==> src/rtl/reversible_alu_seq.sv <==
// Slice-serial ALU: one SLICE-bit slice of a WIDTH-bit operation per clock, with a
// registered inter-slice carry and valid/ready handshakes on both sides.
module reversible_alu_seq #(
   parameter int WIDTH = 32,
   parameter int SLICE = 8
) (
   input  logic             clk,
   input  logic             rst,
   input  logic             in_valid,
   output logic             in_ready,
   input  logic [WIDTH-1:0] A,
   input  logic [WIDTH-1:0] B,
   input  logic [3:0]       sel,
   input  logic             Cin,
   output logic             out_valid,
   input  logic             out_ready,
   output logic [WIDTH-1:0] F,
   output logic             Cout,
   output logic             zero,
   output logic             ovf
);

   localparam int NSLICE = WIDTH / SLICE;
   localparam int KW     = (NSLICE > 1) ? $clog2(NSLICE) : 1;

   typedef enum logic [1:0] {IDLE, RUN, DONE} state_t;

   // Reversible gate primitives, reduced to the outputs the datapath consumes.
   function automatic logic feynman(input logic a, input logic b);
      return a ^ b;
   endfunction

   function automatic logic toffoli(input logic a, input logic b, input logic c);
      return c ^ (a & b);
   endfunction

   // Returns {Q, R} = {a^b, c^(a&b)}
   function automatic logic [1:0] peres(input logic a, input logic b, input logic c);
      return {a ^ b, c ^ (a & b)};
   endfunction

   // Controlled-swap Q output: passes a when c=0, b when c=1
   function automatic logic fredkin(input logic c, input logic a, input logic b);
      return c ? b : a;
   endfunction

   function automatic logic is_arith(input logic [3:0] op);
      return (op == 4'd3) || (op == 4'd4) || ((op >= 4'd7) && (op <= 4'd10));
   endfunction

   function automatic logic is_incdec(input logic [3:0] op);
      return (op >= 4'd7) && (op <= 4'd10);
   endfunction

   state_t            state_reg;
   logic              in_ready_reg, out_valid_reg;
   logic [WIDTH-1:0]  a_reg, b_reg, f_reg;
   logic [3:0]        op_reg;
   logic              cin_reg, carry_reg, zacc_reg;
   logic              cout_reg, zero_reg, ovf_reg;
   logic [KW-1:0]     k_reg;

   logic [WIDTH-1:0]  x_full, y_full, shl_full, shr_full;
   logic [SLICE-1:0]  xs, ys, as, bs, shl_s, shr_s;
   logic [SLICE-1:0]  sum_s, and_s, or_s, xor_s, nand_s, nor_s, xnor_s, sh_s;
   logic [SLICE-1:0]  res_s;
   logic [SLICE:0]    carry_c;
   logic              last_slice;

   // Full-width adder operands and shift sources; the slice is cut out below so
   // shifts see their neighbour bits across slice boundaries.
   always_comb begin
      x_full = a_reg;
      y_full = b_reg;
      case (op_reg)
         4'd4:    y_full = ~b_reg;
         4'd7:    y_full = WIDTH'(1);
         4'd8:    y_full = '1;
         4'd9:    begin x_full = b_reg; y_full = WIDTH'(1); end
         4'd10:   begin x_full = b_reg; y_full = '1; end
         default: ;
      endcase
      shl_full = {a_reg[WIDTH-2:0], cin_reg};
      shr_full = {cin_reg, a_reg[WIDTH-1:1]};
   end

   always_comb begin
      xs    = x_full[k_reg*SLICE +: SLICE];
      ys    = y_full[k_reg*SLICE +: SLICE];
      as    = a_reg[k_reg*SLICE +: SLICE];
      bs    = b_reg[k_reg*SLICE +: SLICE];
      shl_s = shl_full[k_reg*SLICE +: SLICE];
      shr_s = shr_full[k_reg*SLICE +: SLICE];
   end

   assign carry_c[0] = carry_reg;

   generate
      for (genvar gi = 0; gi < SLICE; gi++) begin : g_bit
         logic [1:0] pg, sc;
         // Two cascaded Peres gates form a full adder: {propagate, generate}, then {sum, carry}.
         assign pg            = peres(xs[gi], ys[gi], 1'b0);
         assign sc            = peres(pg[1], carry_c[gi], pg[0]);
         assign sum_s[gi]     = sc[1];
         assign carry_c[gi+1] = sc[0];

         assign and_s[gi]  = toffoli(as[gi], bs[gi], 1'b0);
         assign nand_s[gi] = toffoli(as[gi], bs[gi], 1'b1);
         assign xor_s[gi]  = feynman(as[gi], bs[gi]);
         assign xnor_s[gi] = feynman(xor_s[gi], 1'b1);
         assign or_s[gi]   = toffoli(as[gi], bs[gi], xor_s[gi]);
         assign nor_s[gi]  = feynman(or_s[gi], 1'b1);
         assign sh_s[gi]   = fredkin(op_reg[0], shr_s[gi], shl_s[gi]);
      end
   endgenerate

   always_comb begin
      res_s = '0;
      case (op_reg)
         4'd0:                         res_s = and_s;
         4'd1:                         res_s = or_s;
         4'd2:                         res_s = xor_s;
         4'd3, 4'd4, 4'd7, 4'd8,
         4'd9, 4'd10:                  res_s = sum_s;
         4'd5, 4'd6:                   res_s = sh_s;
         4'd11:                        res_s = as;
         4'd12:                        res_s = nand_s;
         4'd13:                        res_s = nor_s;
         4'd14:                        res_s = xnor_s;
         default:                      res_s = '0;
      endcase
   end

   assign last_slice = (k_reg == KW'(NSLICE - 1));

   always_ff @(posedge clk) begin
      if (rst) begin
         state_reg     <= IDLE;
         in_ready_reg  <= 1'b1;
         out_valid_reg <= 1'b0;
         a_reg         <= '0;
         b_reg         <= '0;
         f_reg         <= '0;
         op_reg        <= 4'd0;
         cin_reg       <= 1'b0;
         carry_reg     <= 1'b0;
         zacc_reg      <= 1'b0;
         cout_reg      <= 1'b0;
         zero_reg      <= 1'b0;
         ovf_reg       <= 1'b0;
         k_reg         <= '0;
      end else begin
         case (state_reg)
            IDLE: begin
               if (in_valid) begin
                  a_reg        <= A;
                  b_reg        <= B;
                  op_reg       <= sel;
                  cin_reg      <= Cin;
                  carry_reg    <= is_incdec(sel) ? 1'b0 : Cin;
                  k_reg        <= '0;
                  f_reg        <= '0;
                  zacc_reg     <= 1'b1;
                  zero_reg     <= 1'b0;
                  cout_reg     <= 1'b0;
                  ovf_reg      <= 1'b0;
                  in_ready_reg <= 1'b0;
                  state_reg    <= RUN;
               end
            end
            RUN: begin
               f_reg[k_reg*SLICE +: SLICE] <= res_s;
               carry_reg                   <= carry_c[SLICE];
               zacc_reg                    <= zacc_reg & ~(|res_s);
               if (last_slice) begin
                  zero_reg      <= zacc_reg & ~(|res_s);
                  out_valid_reg <= 1'b1;
                  state_reg     <= DONE;
                  if (is_arith(op_reg)) begin
                     cout_reg <= carry_c[SLICE];
                     ovf_reg  <= carry_c[SLICE] ^ carry_c[SLICE-1];
                  end else if ((op_reg == 4'd5) || (op_reg == 4'd6)) begin
                     cout_reg <= op_reg[0] ? a_reg[WIDTH-1] : a_reg[0];
                  end
               end else begin
                  k_reg <= k_reg + KW'(1);
               end
            end
            DONE: begin
               if (out_ready) begin
                  out_valid_reg <= 1'b0;
                  in_ready_reg  <= 1'b1;
                  state_reg     <= IDLE;
               end
            end
            default: state_reg <= IDLE;
         endcase
      end
   end

   assign in_ready  = in_ready_reg;
   assign out_valid = out_valid_reg;
   assign F         = f_reg;
   assign Cout      = cout_reg;
   assign zero      = zero_reg;
   assign ovf       = ovf_reg;

endmodule

==> config.mk <==
export PLATFORM = sky130hd
export DESIGN_NAME = reversible_alu_seq
export DESIGN_NICKNAME = d
export VERILOG_FILES = /design/src/rtl/reversible_alu_seq.sv
export SDC_FILE = /design/constraint.sdc
export NUM_CORES = 1
export LEC_CHECK = 0
export CAP_MARGIN = 20
export CORE_MARGIN = 8
export CORE_UTILIZATION = 47
export CTS_BUF_LIST = sky130_fd_sc_hd__clkbuf_8
export CTS_CLUSTER_DIAMETER = 150
export DETAILED_ROUTE_END_ITERATION = 12
export GPL_TIMING_DRIVEN = 0
export PLACE_DENSITY_LB_ADDON = 0.05
export SETUP_SLACK_MARGIN = 0.1
export SLEW_MARGIN = 40
export SYNTH_ARGS = -nofsm -noshare
export SYNTH_HDL_FRONTEND = slang
export SYNTH_SLANG_ARGS = --single-unit
==> constraint.sdc <==
create_clock -name clk -period 19.8 [get_ports clk]
set_clock_uncertainty 0.15 [all_clocks]
set_input_delay 5.94 -clock clk [delete_from_list [all_inputs] [get_ports clk]]
set_output_delay 5.94 -clock clk [all_outputs]
set_load 0.01 [all_outputs]
==> results by stage <==
Run status:
- The flow ran to the end, and the final reports show no timing, DRC or antenna violations.

Placement:
- The placement-stage worst setup slack is 11.59 ns.
- The placed instances occupy a cell area of 7670 sq um.
- Port buffering added around 110 buffers.
- The final estimated routing congestion in global placement is 0.883.
- Once placement completed, the tool counted placed cells totaling 1049.
- The wire-length estimate of the detail-placed layout is ~17 mm.

Clock network:
- The clock drives 112 sinks.
- Buffers inserted during clock tree synthesis total 9.
- The cell sitting at the root of the clock tree is a clkbuf_8.
- The number of setup buffers added after CTS is 0.
- After clock tree synthesis, the clock-pin slew on the worst setup and hold paths is between 0.1 and 0.15 ns.
- The later pin in the worst-skew pair is clocked with a latency of 0.39 ns.
- The clock tree synthesis step divided the H-tree into 3 levels.
- The longest clock path from root to sink contains 2 buffers.
- The number of hold-repair buffers added at the cts stage is 0.
- The total of cells resized after clock tree synthesis is 0.
- TritonCTS built the clock tree.

Pwr:
- Power spread over the standard cell area amounts to around 67 nW/um^2.
- The worst vdd rail ir drop is 0.0419 mV.
- Net switching is about a third of the power.
- The part of the total power dissipated in sequential elements is between 40% and 50%.
- Combinational logic burns about a quarter of the power.
- The analysis attributes to cell leakage a power of 2.92 nW.
- The fraction of power consumed by the clock network is between 20% and 30%.
- Power comes to between 500 and 600 uW.
- Summed over all nets, the switching power comes to around 170 uW.
- The internal power of the cells totals about 350 uW.

Logic synthesis:
- In the synthesized netlist, the cells that appear most often are nand2_1, dfxtp_1, a21oi_1.
- The most used flip-flop cell after synthesis is dfxtp_1.
- The proportion of synthesized chip area in sequential cells is a little over a third.
- The synthesized area is ~6400 sq um.
- Counting flops and latches in the post-synthesis netlist gives roughly 110.
- The number of instances in the synthesized netlist is ~770.
- For this run, the number of Yosys warnings is 0.
- The share of async-settable or async-resettable flops after synthesis is 0%.
- The cell accounting for the most synthesized area is dfxtp_1.
- The dominant cell by count in the synthesized netlist is nand2_1.
- In this run, synthesis inferred 0 flip-flops with an integrated enable.
- Counting every net in the synthesized netlist gives 866.
- The post-synthesis cell type count is 53.
- The share of the synthesized area in the top cell type is between 30% and 40%.
- In this run the mean area of a mapped cell was 8.32 sq um.
- By area the synthesized netlist is led by dfxtp_1, nand2_1, mux4_2, a21oi_1, mux2i_1.

Global routing:
- The largest net degree at the start of global routing is 21.
- The global-route total usage across every layer is about a quarter.
- The remaining global-route overflow is 0.
- The first global-routing pass estimated 33.3 mm of wire.
- The initial antenna violation count came to 0.
- The number of global-route vias before repair is approximately 6200.

STA:
- Of the available clock period, the critical path in the final layout requires 41.2%.
- The number of max-slew violations in the final report is 0.
- Summed over all failing endpoints, the final setup total negative slack is 0 ns.
- The number of hold violations in the final report is 0.
- Headroom to the max-slew limit came out at a little under half.
- On the final layout, the worst hold slack is 0.315 ns.
- For the pin with the worst max-slew slack, the measured transition is 0.794 ns.
- The clock period could shrink to 8.15 ns.
- The final setup violation count is 0.
- Static timing analysis puts the maximum clock frequency at approximately 120 MHz.
- The post-layout worst setup margin is between 10 and 15 ns.
- Setup repair after global routing left no endpoint under its margin.

Die:
- The die area is 17500 sq um.
- The core outline area is 13200 sq um.
- The floorplan has 42 rows.
- During I/O placement, the number of pins put on the boundary was 110.
- The vertical die dimension is about 130 microns.
- The die is between 100 and 150 microns wide.
- Once the floorplan was initialized, standard cells occupied between 40 and 50% of the core.

Route:
- Dividing the detail-routed via count by the number of cells gives ~5.8.
- The highest metal layer with signal wires is met4.
- The residual DRC count is 0.
- For this block, wires on met1 add up to 8.86 mm.
- The count of nets left with antenna violations once routing finished came out at 0.
- The routed design uses 10.3 mm of met2 wire.
- The via count is about 6100.
- The total detailed-routing wirelength is approximately 21 mm.
- The number of DRC markers in iteration 0 is about 570.
- The average wire per cell in the routed design is 19.8 microns.
- Detailed routing placed a total of approximately 1.4 mm of wire on met3.
- The number of search-and-repair iterations in the first detailed-routing pass is 5.

Worst setup path:
- For the worst setup path, the data required time is 19.96 ns.
- The cell occurring most often along the worst timing path is fa_1.
- Walking the worst path, the cells encountered are buf_4 -> clkbuf_1 -> nand2b_1 -> a21o_1 -> clkbuf_1 -> clkbuf_1 -> nor2_1 -> a21oi_1 -> mux2i_1 -> fa_1 -> fa_1 -> fa_1 -> fa_1 -> fa_1 -> fa_1 -> fa_1 -> fa_1 -> o22ai_1 -> or3_1 -> or4b_1 -> a211oi_2.
- The worst setup path is launched from a register.
- The largest fanout of any net on the critical path is 10.
- The arrival time of data at the critical path endpoint is 8.31 ns.
- The worst stage delay on the critical path is approximately 0.64 ns.
- The start-to-end type of the worst setup path is register to register.
- The library cell contributing the largest single delay on the critical path is clkbuf_1.
- The worst setup path is captured at a register.
- The path depth of the worst reg2reg path is 21.

Cells and area:
- The multi-input combinational cell area is 3780 sq um.
- Registers take 2240 sq um.
- The area of all placed cells without fillers is 7890 sq um.
- The core occupancy in the finished layout is 59.6%.
- Once layout is complete, the cells apart from fillers number between 1000 and 1500.
- After the last flow step, the layout net total stands at 985.
- The number of fill cells in the layout is 1252.
- Cells with a size suffix above 1 make up under 10% of the layout.
- The repair_antennas step left the layout with diodes totalling 0.
- The area growth from synthesis to layout is 23.9%.

Flow run:
- Max-cap violations in this run came to 0.

Min path:
- The worst hold path stage count is 2.
- The class of the tightest hold or removal check is register to register.
==> cell type report <==
class	instances	area share [%]
clock buffer	9	1.57
multi-input combinational	570	47.9
sequential	112	28.4
clock inverter	7	1.16
tap	176	2.79
inverter	22	1.05
buffer	61	3.38
timing repair buffer	108	13.7
==> worst max-delay path: cells and delay by family (launching register included) <==
family | cells | cell delay [ns]
buf+inv | 4 | 1.71
simple gates | 4 | 1.50
mux | 1 | 0.14
compound gates | 4 | 0.60
flops | 1 | 0.40
fa+ha+maj | 8 | 3.55
==> path summary, 6_finish.rpt <==
check                    startpoint                      to  slack (ns)
max          op_reg[2]$_SDFFE_PP0P_       zero$_SDFFE_PP0P_       11.65
min          a_reg[12]$_SDFFE_PP0P_  a_reg[12]$_SDFFE_PP0P_        0.31
max reg2reg  op_reg[2]$_SDFFE_PP0P_       zero$_SDFFE_PP0P_       11.65
min reg2reg  a_reg[12]$_SDFFE_PP0P_  a_reg[12]$_SDFFE_PP0P_        0.31
==> placed cells by master, fill, tap and decap left out, types with 3 or more instances in the layout <==
master	instances
a21o_1	3
a21oi_1	97
a221o_1	13
a22oi_1	33
buf_1	8
buf_2	6
buf_6	3
clkbuf_1	42
clkbuf_8	9
clkdlybuf4s50_1	108
dfxtp_1	112
fa_1	8
ha_1	20
inv_1	21
mux2_2	3
mux2i_1	34
mux4_2	25
nand2_1	176
nand2b_1	6
nand3_1	3
nor2_1	71
nor2b_1	3
nor3_1	11
nor3b_1	3
o21ai_0	9
o221ai_1	4
o22ai_1	6
or2_2	3
or3_1	6
==> per-layer routing <==
layer,global-route usage (%),vias up
met5,0,-
met4,9.15,0
met3,4.69,30
met2,40.4,250
met1,28.8,2957
li1,-,2911
==> kinds of logic (layout without fill, tap and decap cells) <==
kind of cell             after synthesis  count (layout)  synth area share, %
adder cells (fa/ha/maj)               28              28                 6.45
multiplexers                          62              62                 14.7
buffers and inverters                 83             207                 5.48
AO/OA/AOI/OAI                        176             176                 17.4
flip-flops                           112             112                 35.2
XOR/XNOR                               2               2                0.275
AND/OR/NAND/NOR                      302             302                 20.5
==> power by group through the flow <==
stage | clock, mW | combinational (mW) | sequential, mW
5_1_grt | 0.159 | 0.146 | 0.246
6_report | 0.147 | 0.135 | 0.244
3_3_place_gp | 0 | 0.131 | 0.249
2_1_floorplan | 0 | 0.0840 | 0.246
4_1_cts | 0.149 | 0.134 | 0.244
3_5_place_dp | 0 | 0.134 | 0.249
Note: power is estimated with default switching activity, not from simulation.
